## src/rtl/ir_xmit.sv

```systemverilog
// NEC infrared transmitter: serialises {address, command} or a repeat code into the mark/space envelope.
// Optional 38 kHz modulation of ir_led_o is enabled by defining IR_XMIT_CARRIER_EN.
module ir_xmit #(
    parameter int UNIT_CYC    = 15188,
    parameter int CARRIER_DIV = 711,
    parameter int CARRIER_HI  = 237,
    parameter int FRAME_UNITS = 192
) (
    input  logic        clk27,
    input  logic        reset,
    input  logic [15:0] code_i,
    input  logic        send_i,
    input  logic        repeat_i,
    output logic        busy_o,
    output logic        done_o,
    output logic        ir_env_o,
    output logic        ir_rx_o,
    output logic        ir_led_o
);

    localparam int              PW        = (UNIT_CYC > 1) ? $clog2(UNIT_CYC) : 1;
    localparam logic [PW-1:0]   PRE_LAST  = PW'(UNIT_CYC - 1);
    localparam logic [7:0]      SLOT_LAST = 8'(FRAME_UNITS - 1);

    // The gap must absorb the longest frame (121 units) and the slot counter is 8 bits wide.
    if (UNIT_CYC < 1 || FRAME_UNITS < 122 || FRAME_UNITS > 255 ||
        CARRIER_HI < 1 || CARRIER_HI >= CARRIER_DIV) begin : g_bad_cfg
        $error("ir_xmit: illegal parameter combination");
    end

    typedef enum logic [2:0] {
        IDLE       = 3'd0,
        LEAD_MARK  = 3'd1,
        LEAD_SPACE = 3'd2,
        BIT_MARK   = 3'd3,
        BIT_SPACE  = 3'd4,
        STOP_MARK  = 3'd5,
        GAP        = 3'd6
    } state_t;

    state_t         state_r;
    state_t         state_s;
    logic [PW-1:0]  pre_r;
    logic [4:0]     unit_cnt_r;
    logic [7:0]     slot_r;
    logic [5:0]     bit_r;
    logic [31:0]    shift_r;
    logic           rpt_r;
    logic           busy_r;
    logic           done_r;
    logic           env_r;
    logic           rx_r;
    logic           led_r;

    logic           unit_end_s;
    logic           last_unit_s;
    logic [4:0]     dur_s;
    logic           entry_s;
    logic           load_s;
    logic           done_s;
    logic           shift_s;
    logic           mark_s;

    assign unit_end_s  = (state_r != IDLE) && (pre_r == PRE_LAST);
    assign last_unit_s = unit_end_s && (unit_cnt_r == (dur_s - 5'd1));
    assign entry_s     = (state_s != state_r);
    assign shift_s     = (state_r == BIT_SPACE) && last_unit_s;
    assign mark_s      = (state_s == LEAD_MARK) || (state_s == BIT_MARK) || (state_s == STOP_MARK);

    // Length in units of the current timed state
    always_comb begin
        dur_s = 5'd1;
        case (state_r)
            LEAD_MARK:  dur_s = 5'd16;
            LEAD_SPACE: dur_s = rpt_r ? 5'd4 : 5'd8;
            BIT_MARK:   dur_s = 5'd1;
            BIT_SPACE:  dur_s = shift_r[0] ? 5'd3 : 5'd1;
            STOP_MARK:  dur_s = 5'd1;
            default:    dur_s = 5'd1;
        endcase
    end

    // Next-state logic; send_i wins over repeat_i, requests outside IDLE are dropped
    always_comb begin
        state_s = state_r;
        load_s  = 1'b0;
        done_s  = 1'b0;
        case (state_r)
            IDLE: begin
                if (send_i) begin
                    state_s = LEAD_MARK;
                    load_s  = 1'b1;
                end else if (repeat_i) begin
                    state_s = LEAD_MARK;
                end else begin
                    state_s = IDLE;
                end
            end
            LEAD_MARK: begin
                if (last_unit_s) state_s = LEAD_SPACE;
                else             state_s = LEAD_MARK;
            end
            LEAD_SPACE: begin
                if (last_unit_s) state_s = rpt_r ? STOP_MARK : BIT_MARK;
                else             state_s = LEAD_SPACE;
            end
            BIT_MARK: begin
                if (last_unit_s) state_s = BIT_SPACE;
                else             state_s = BIT_MARK;
            end
            BIT_SPACE: begin
                if (last_unit_s) state_s = (bit_r == 6'd31) ? STOP_MARK : BIT_MARK;
                else             state_s = BIT_SPACE;
            end
            STOP_MARK: begin
                if (last_unit_s) state_s = GAP;
                else             state_s = STOP_MARK;
            end
            GAP: begin
                if (unit_end_s && (slot_r == SLOT_LAST)) begin
                    state_s = IDLE;
                    done_s  = 1'b1;
                end else begin
                    state_s = GAP;
                end
            end
            default: state_s = IDLE;
        endcase
    end

    // State register
    always_ff @(posedge clk27) begin
        if (reset) state_r <= IDLE;
        else       state_r <= state_s;
    end

    // Unit prescaler, per-state unit count, slot count and bit shifter
    always_ff @(posedge clk27) begin
        if (reset) begin
            pre_r      <= PW'(0);
            unit_cnt_r <= 5'd0;
            slot_r     <= 8'd0;
            bit_r      <= 6'd0;
            shift_r    <= 32'd0;
            rpt_r      <= 1'b0;
        end else begin
            if (entry_s || unit_end_s || (state_r == IDLE)) pre_r <= PW'(0);
            else                                           pre_r <= pre_r + PW'(1);

            if (entry_s)         unit_cnt_r <= 5'd0;
            else if (unit_end_s) unit_cnt_r <= unit_cnt_r + 5'd1;
            else                 unit_cnt_r <= unit_cnt_r;

            if (state_s == IDLE) slot_r <= 8'd0;
            else if (unit_end_s) slot_r <= slot_r + 8'd1;
            else                 slot_r <= slot_r;

            if (state_r == IDLE) bit_r <= 6'd0;
            else if (shift_s)    bit_r <= bit_r + 6'd1;
            else                 bit_r <= bit_r;

            // LSB first on air: addr, ~addr, cmd, ~cmd
            if (load_s)       shift_r <= {~code_i[7:0], code_i[7:0], ~code_i[15:8], code_i[15:8]};
            else if (shift_s) shift_r <= {1'b0, shift_r[31:1]};
            else              shift_r <= shift_r;

            if (state_r == IDLE) rpt_r <= ~send_i;
            else                 rpt_r <= rpt_r;
        end
    end

`ifdef IR_XMIT_CARRIER_EN
    localparam int            CW    = (CARRIER_DIV > 1) ? $clog2(CARRIER_DIV) : 1;
    localparam logic [CW-1:0] CLAST = CW'(CARRIER_DIV - 1);
    localparam logic [CW-1:0] CHI   = CW'(CARRIER_HI);

    logic [CW-1:0] carr_r;
    logic [CW-1:0] carr_next_s;

    // Carrier phase restarts on every mark entry and idles at zero in spaces
    always_comb begin
        carr_next_s = CW'(0);
        if (mark_s && !entry_s) begin
            carr_next_s = (carr_r == CLAST) ? CW'(0) : (carr_r + CW'(1));
        end else begin
            carr_next_s = CW'(0);
        end
    end

    // Carrier counter and modulated LED drive
    always_ff @(posedge clk27) begin
        if (reset) begin
            carr_r <= CW'(0);
            led_r  <= 1'b0;
        end else begin
            carr_r <= carr_next_s;
            led_r  <= mark_s && (carr_next_s < CHI);
        end
    end
`else
    // Unmodulated LED drive mirrors the envelope
    always_ff @(posedge clk27) begin
        if (reset) led_r <= 1'b0;
        else       led_r <= mark_s;
    end
`endif

    // Registered status and envelope outputs
    always_ff @(posedge clk27) begin
        if (reset) begin
            busy_r <= 1'b0;
            done_r <= 1'b0;
            env_r  <= 1'b0;
            rx_r   <= 1'b1;
        end else begin
            busy_r <= (state_s != IDLE);
            done_r <= done_s;
            env_r  <= mark_s;
            rx_r   <= ~env_r;
        end
    end

    assign busy_o   = busy_r;
    assign done_o   = done_r;
    assign ir_env_o = env_r;
    assign ir_rx_o  = rx_r;
    assign ir_led_o = led_r;

endmodule

```

## config.mk

```make
export PLATFORM = sky130hd
export DESIGN_NAME = ir_xmit
export DESIGN_NICKNAME = d
export VERILOG_FILES = /design/src/rtl/ir_xmit.sv
export SDC_FILE = /design/constraint.sdc
export NUM_CORES = 1
export LEC_CHECK = 0
export BUFFER_PORTS_ARGS = -buffer_cell sky130_fd_sc_hd__buf_2
export CAP_MARGIN = 20
export CORE_UTILIZATION = 40
export CTS_BUF_LIST = sky130_fd_sc_hd__clkbuf_8 sky130_fd_sc_hd__clkbuf_16
export DETAILED_ROUTE_END_ITERATION = 8
export GPL_TIMING_DRIVEN = 0
export MAX_ROUTING_LAYER = met4
export PLACE_DENSITY = 0.56
export SKIP_CTS_REPAIR_TIMING = 1
export SLEW_MARGIN = 20
export SYNTH_ARGS = -nofsm -noshare
export SYNTH_HDL_FRONTEND = slang
export SYNTH_SLANG_ARGS = --single-unit
```

## constraint.sdc

```tcl
create_clock -name clk27 -period 4.1 [get_ports clk27]
set_clock_uncertainty 0.05 [all_clocks]
set_input_delay 0.41 -clock clk27 [delete_from_list [all_inputs] [get_ports clk27]]
set_output_delay 0.41 -clock clk27 [all_outputs]
set_load 0.005 [all_outputs]
```

==> key figures <==
Run status
  • Status: complete, no violations

Yosys
  • Synthesized area: 0.00398 sq mm
  • Mean Syn Cell Area: 9.68 sq um
  • Yosys reg bits: 73
  • EDFF count, synth: 0
  • Syn nets: 436
  • Distinct cells, synth: 53
  • Yosys warning total: 0
  • Ys async rst share: 0%
  • Seq/Total Area, Yosys: 36.7%
  • Post-Synthesis Cells: 411
  • Dominant register cell in the synthesized netlist: dfxtp_1

Placed design
  • Gp weighted congestion: 0.872
  • Buffers added on ports: 24
  • Post-DP HPWL: 6260 um
  • Pre-CTS setup slack: 0.328 ns

Finish
  • Share of cells above drive strength 1: 22.0%
  • # diodes: 0
  • Net count, final: 471
  • Area Growth Syn to Fin: 13.3%

Floorplanning
  • DIE AREA: 0.0103 sq mm
  • Core area: 0.00968 sq mm
  • Width of the die: 102 um
  • Die height: 102 um
  • Starting Density: 41.1%
  • Rows: 36
  • I/O pin total: 25

Timing
  • Final-report max-slew violation count: 0
  • Hold Violations, Final: 0
  • Max-slew headroom: 33.6%
  • Crit share post-route: 91.4%
  • Fin Setup TNS: 0 ns
  • Max Clock Freq: 267 MHz
  • RSZ-0062 raised after global routing: no
  • Fin Hold WS: 0.189 ns
  • Worst-Margin Slew: 0.996 ns
  • Endpoints failing setup: 0
  • Min cycle time layout: 3.75 ns
  • Final worst slack: 0.355 ns

Worst setup path
  • Critical path class: flop to flop
  • Startpoint types: flop
  • CP most frequent cell: and3_1
  • Worst-path fanout max: 10
  • Crit path required time: 4.31 ns
  • Worst setup EP type: flop
  • Critical path buffers and inverters: 3
  • Worst-path cell chain: buf_6 > buf_8 > nor2_1 > nand3_1 > ha_1 > and3_1 > a221oi_4 > xnor2_1 > a2111oi_2 > and3_1 > buf_2 > mux2_2 > a211oi_1
  • Critical Path Max Stage Delay: 0.47 ns
  • Worst EP arrival: 3.96 ns
  • Crit-path slowest cell: nor2_1
  • CP top delay family: simple AND/OR/NAND/NOR gates

Global route
  • Initial antenna violation count: 0
  • Largest net degree at the start of global routing: 13
  • First-pass GRT wire length: 14200 um
  • Tot GR Track Use: 18.4%
  • Vias in the first global route: 2991
  • Total gr overflow: 0

Routing
  • Final wirelength: 8640 um
  • Routed vias/inst: 5.30
  • Residual DRC count: 0
  • Iteration count of the initial detailed-routing pass: 4
  • DR WL/cell: 14.8 um
  • Met3 wire length: 260 um
  • Drt first-iter violations: 122
  • Detail Route met2 WL: 4310 um
  • Top Metal Used: met4
  • Post-Route M1 WL: 3940 um
  • DRT antenna net count: 0
  • Vias: 3095

Run
  • Max Cap Viol: 0

Power
  • Maximum vdd drop: 0.192 mV
  • Leakage power: 1.55 nW
  • Power per cell area: 364 mW/mm^2

CTS
  • CTS tree: done
  • CTS Buf Count: 9
  • Clk Latency, worst-skew pair: 0.35 ns
  • Worst-case clock buffer depth: 2
  • CTS clk-pin slew, worst paths: 0.08 ns
  • Clk sink count: 73
  • Clock Tree Root: clkbuf_8
  • H-tree levels: 3

Worst hold path
  • Hold crit path type: input pin to flop
synth_stat cells, drive strengths merged, types with 2 or more instances:
| master | instances | area (sq um) |
|---|---|---|
| nor2 | 76 | 285 |
| dfxtp | 73 | 1460 |
| nor3 | 25 | 155 |
| a211oi | 24 | 180 |
| xor2 | 22 | 193 |
| nand2 | 21 | 78.8 |
| a2111oi | 18 | 433 |
| mux2 | 15 | 169 |
| buf | 14 | 126 |
| clkbuf | 13 | 48.8 |
| nand4 | 13 | 81.3 |
| nand3 | 12 | 60.1 |
| xnor2 | 12 | 105 |
| and2 | 9 | 56.3 |
| and3 | 8 | 50.1 |
| nor4 | 6 | 50.0 |
| a21oi | 5 | 25.0 |
| ha | 5 | 62.6 |
| inv | 5 | 18.8 |
| nor2b | 4 | 25.0 |
| o21ai | 4 | 20.0 |
| mux2i | 3 | 30.0 |
| a221oi | 2 | 52.6 |
| o21bai | 2 | 26.3 |
| or3 | 2 | 12.5 |
worst reg2reg max path: cells and delay by family, from the launching register on:
kind                       cells  cell delay (ns)
and+or+nand+nor                4             1.10
buffers and inverters          3             0.55
xor gates and xnor gates       1             0.21
adders and majority gates      1             0.28
muxes                          1             0.37
DFF                            1             0.31
AOI/OAI and AO/OA              3             0.78
power breakdown:
part	internal (mW)	leakage (nW)	switching (mW)	total, mW
Clock	0.418	0.124	0.274	0.692
Sequential	0.737	0.597	0.0120	0.749
Combinational	0.0826	0.826	0.115	0.198
Total	1.24	1.55	0.402	1.64
final timing paths:
path	slack, ns	endpoint	depth (start not counted)	start
setup / recovery	0.35	shift_r[30]$_SDFFE_PP0P_	13	state_r[0]$_SDFF_PP0_
hold / removal	0.19	shift_r[27]$_SDFFE_PP0P_	2	code_i[3]
setup reg to reg	0.35	shift_r[30]$_SDFFE_PP0P_	13	state_r[0]$_SDFF_PP0_
hold reg to reg	0.35	ir_rx_o$_SDFF_PP1_	1	ir_env_o$_SDFF_PP0_
stage by stage:
stage | area (sq um) | power [mW] | cells | util (%)
final | 4510 | 1.64 | 584 | 46.6
after global routing | 4510 | 1.71 | 584 | 46.6
after CTS | 4510 | 1.66 | 584 | 46.6
after detailed placement | 4260 | 0.966 | 568 | 44.0
after global placement | 4260 | 0.961 | 568 | 44.0
after floorplan | 3980 | 0.916 | 411 | -
cell usage in the layout (no fill, tap or decap), drive strengths merged, types with 2 or more instances in the layout:
cell type   n
a2111oi    18
a211oi     24
a21oi       5
a221oi      2
and2        9
and3        8
buf        38
bufinv      3
clkbuf     23
dfxtp      73
ha          5
inv         6
mux2       15
mux2i       3
nand2      21
nand3      12
nand4      13
nor2       76
nor2b       4
nor3       25
nor4        6
o21ai       4
o21bai      2
or3         2
xnor2      12
xor2       22
sequential cells by signal, indices dropped and copies added (netlist names):
register and flops:
bit_r 6, busy_o 1, done_o 1, ir_env_o 1, ir_rx_o 1, pre_r 14, rpt_r 1, shift_r 32
slot_r 8, state_r 3, unit_cnt_r 5
routing by layer:
metal	global-route usage, %	up-vias
li1	-	1557
met1	21.7	1487
met2	31.0	40
met3	4.28	11
met4	5.35	0
met5	-	-
logic make-up (layout without fill, tap and decap cells):
group | count (synthesis) | in the layout | synth area share (%)
compound gates | 64 | 64 | 20.4
xor+xnor | 34 | 34 | 7.49
fa+ha+maj | 5 | 5 | 1.57
buf+inv | 32 | 72 | 4.88
flops | 73 | 73 | 36.7
mux | 18 | 18 | 5.00
simple gates | 185 | 185 | 23.9
cell type report:
class / instances / area [sq um]
Multi-Input combinational cell: 306 / 2320
Buffer: 27 / 175
Clock buffer: 10 / 138
Clock inverter: 6 / 106
Fill cell: 973 / 5180
Timing Repair Buffer: 24 / 120
Inverter: 5 / 18.8
Sequential cell: 73 / 1460
Tap cell: 133 / 166
Note: power is estimated with default switching activity, not from simulation.
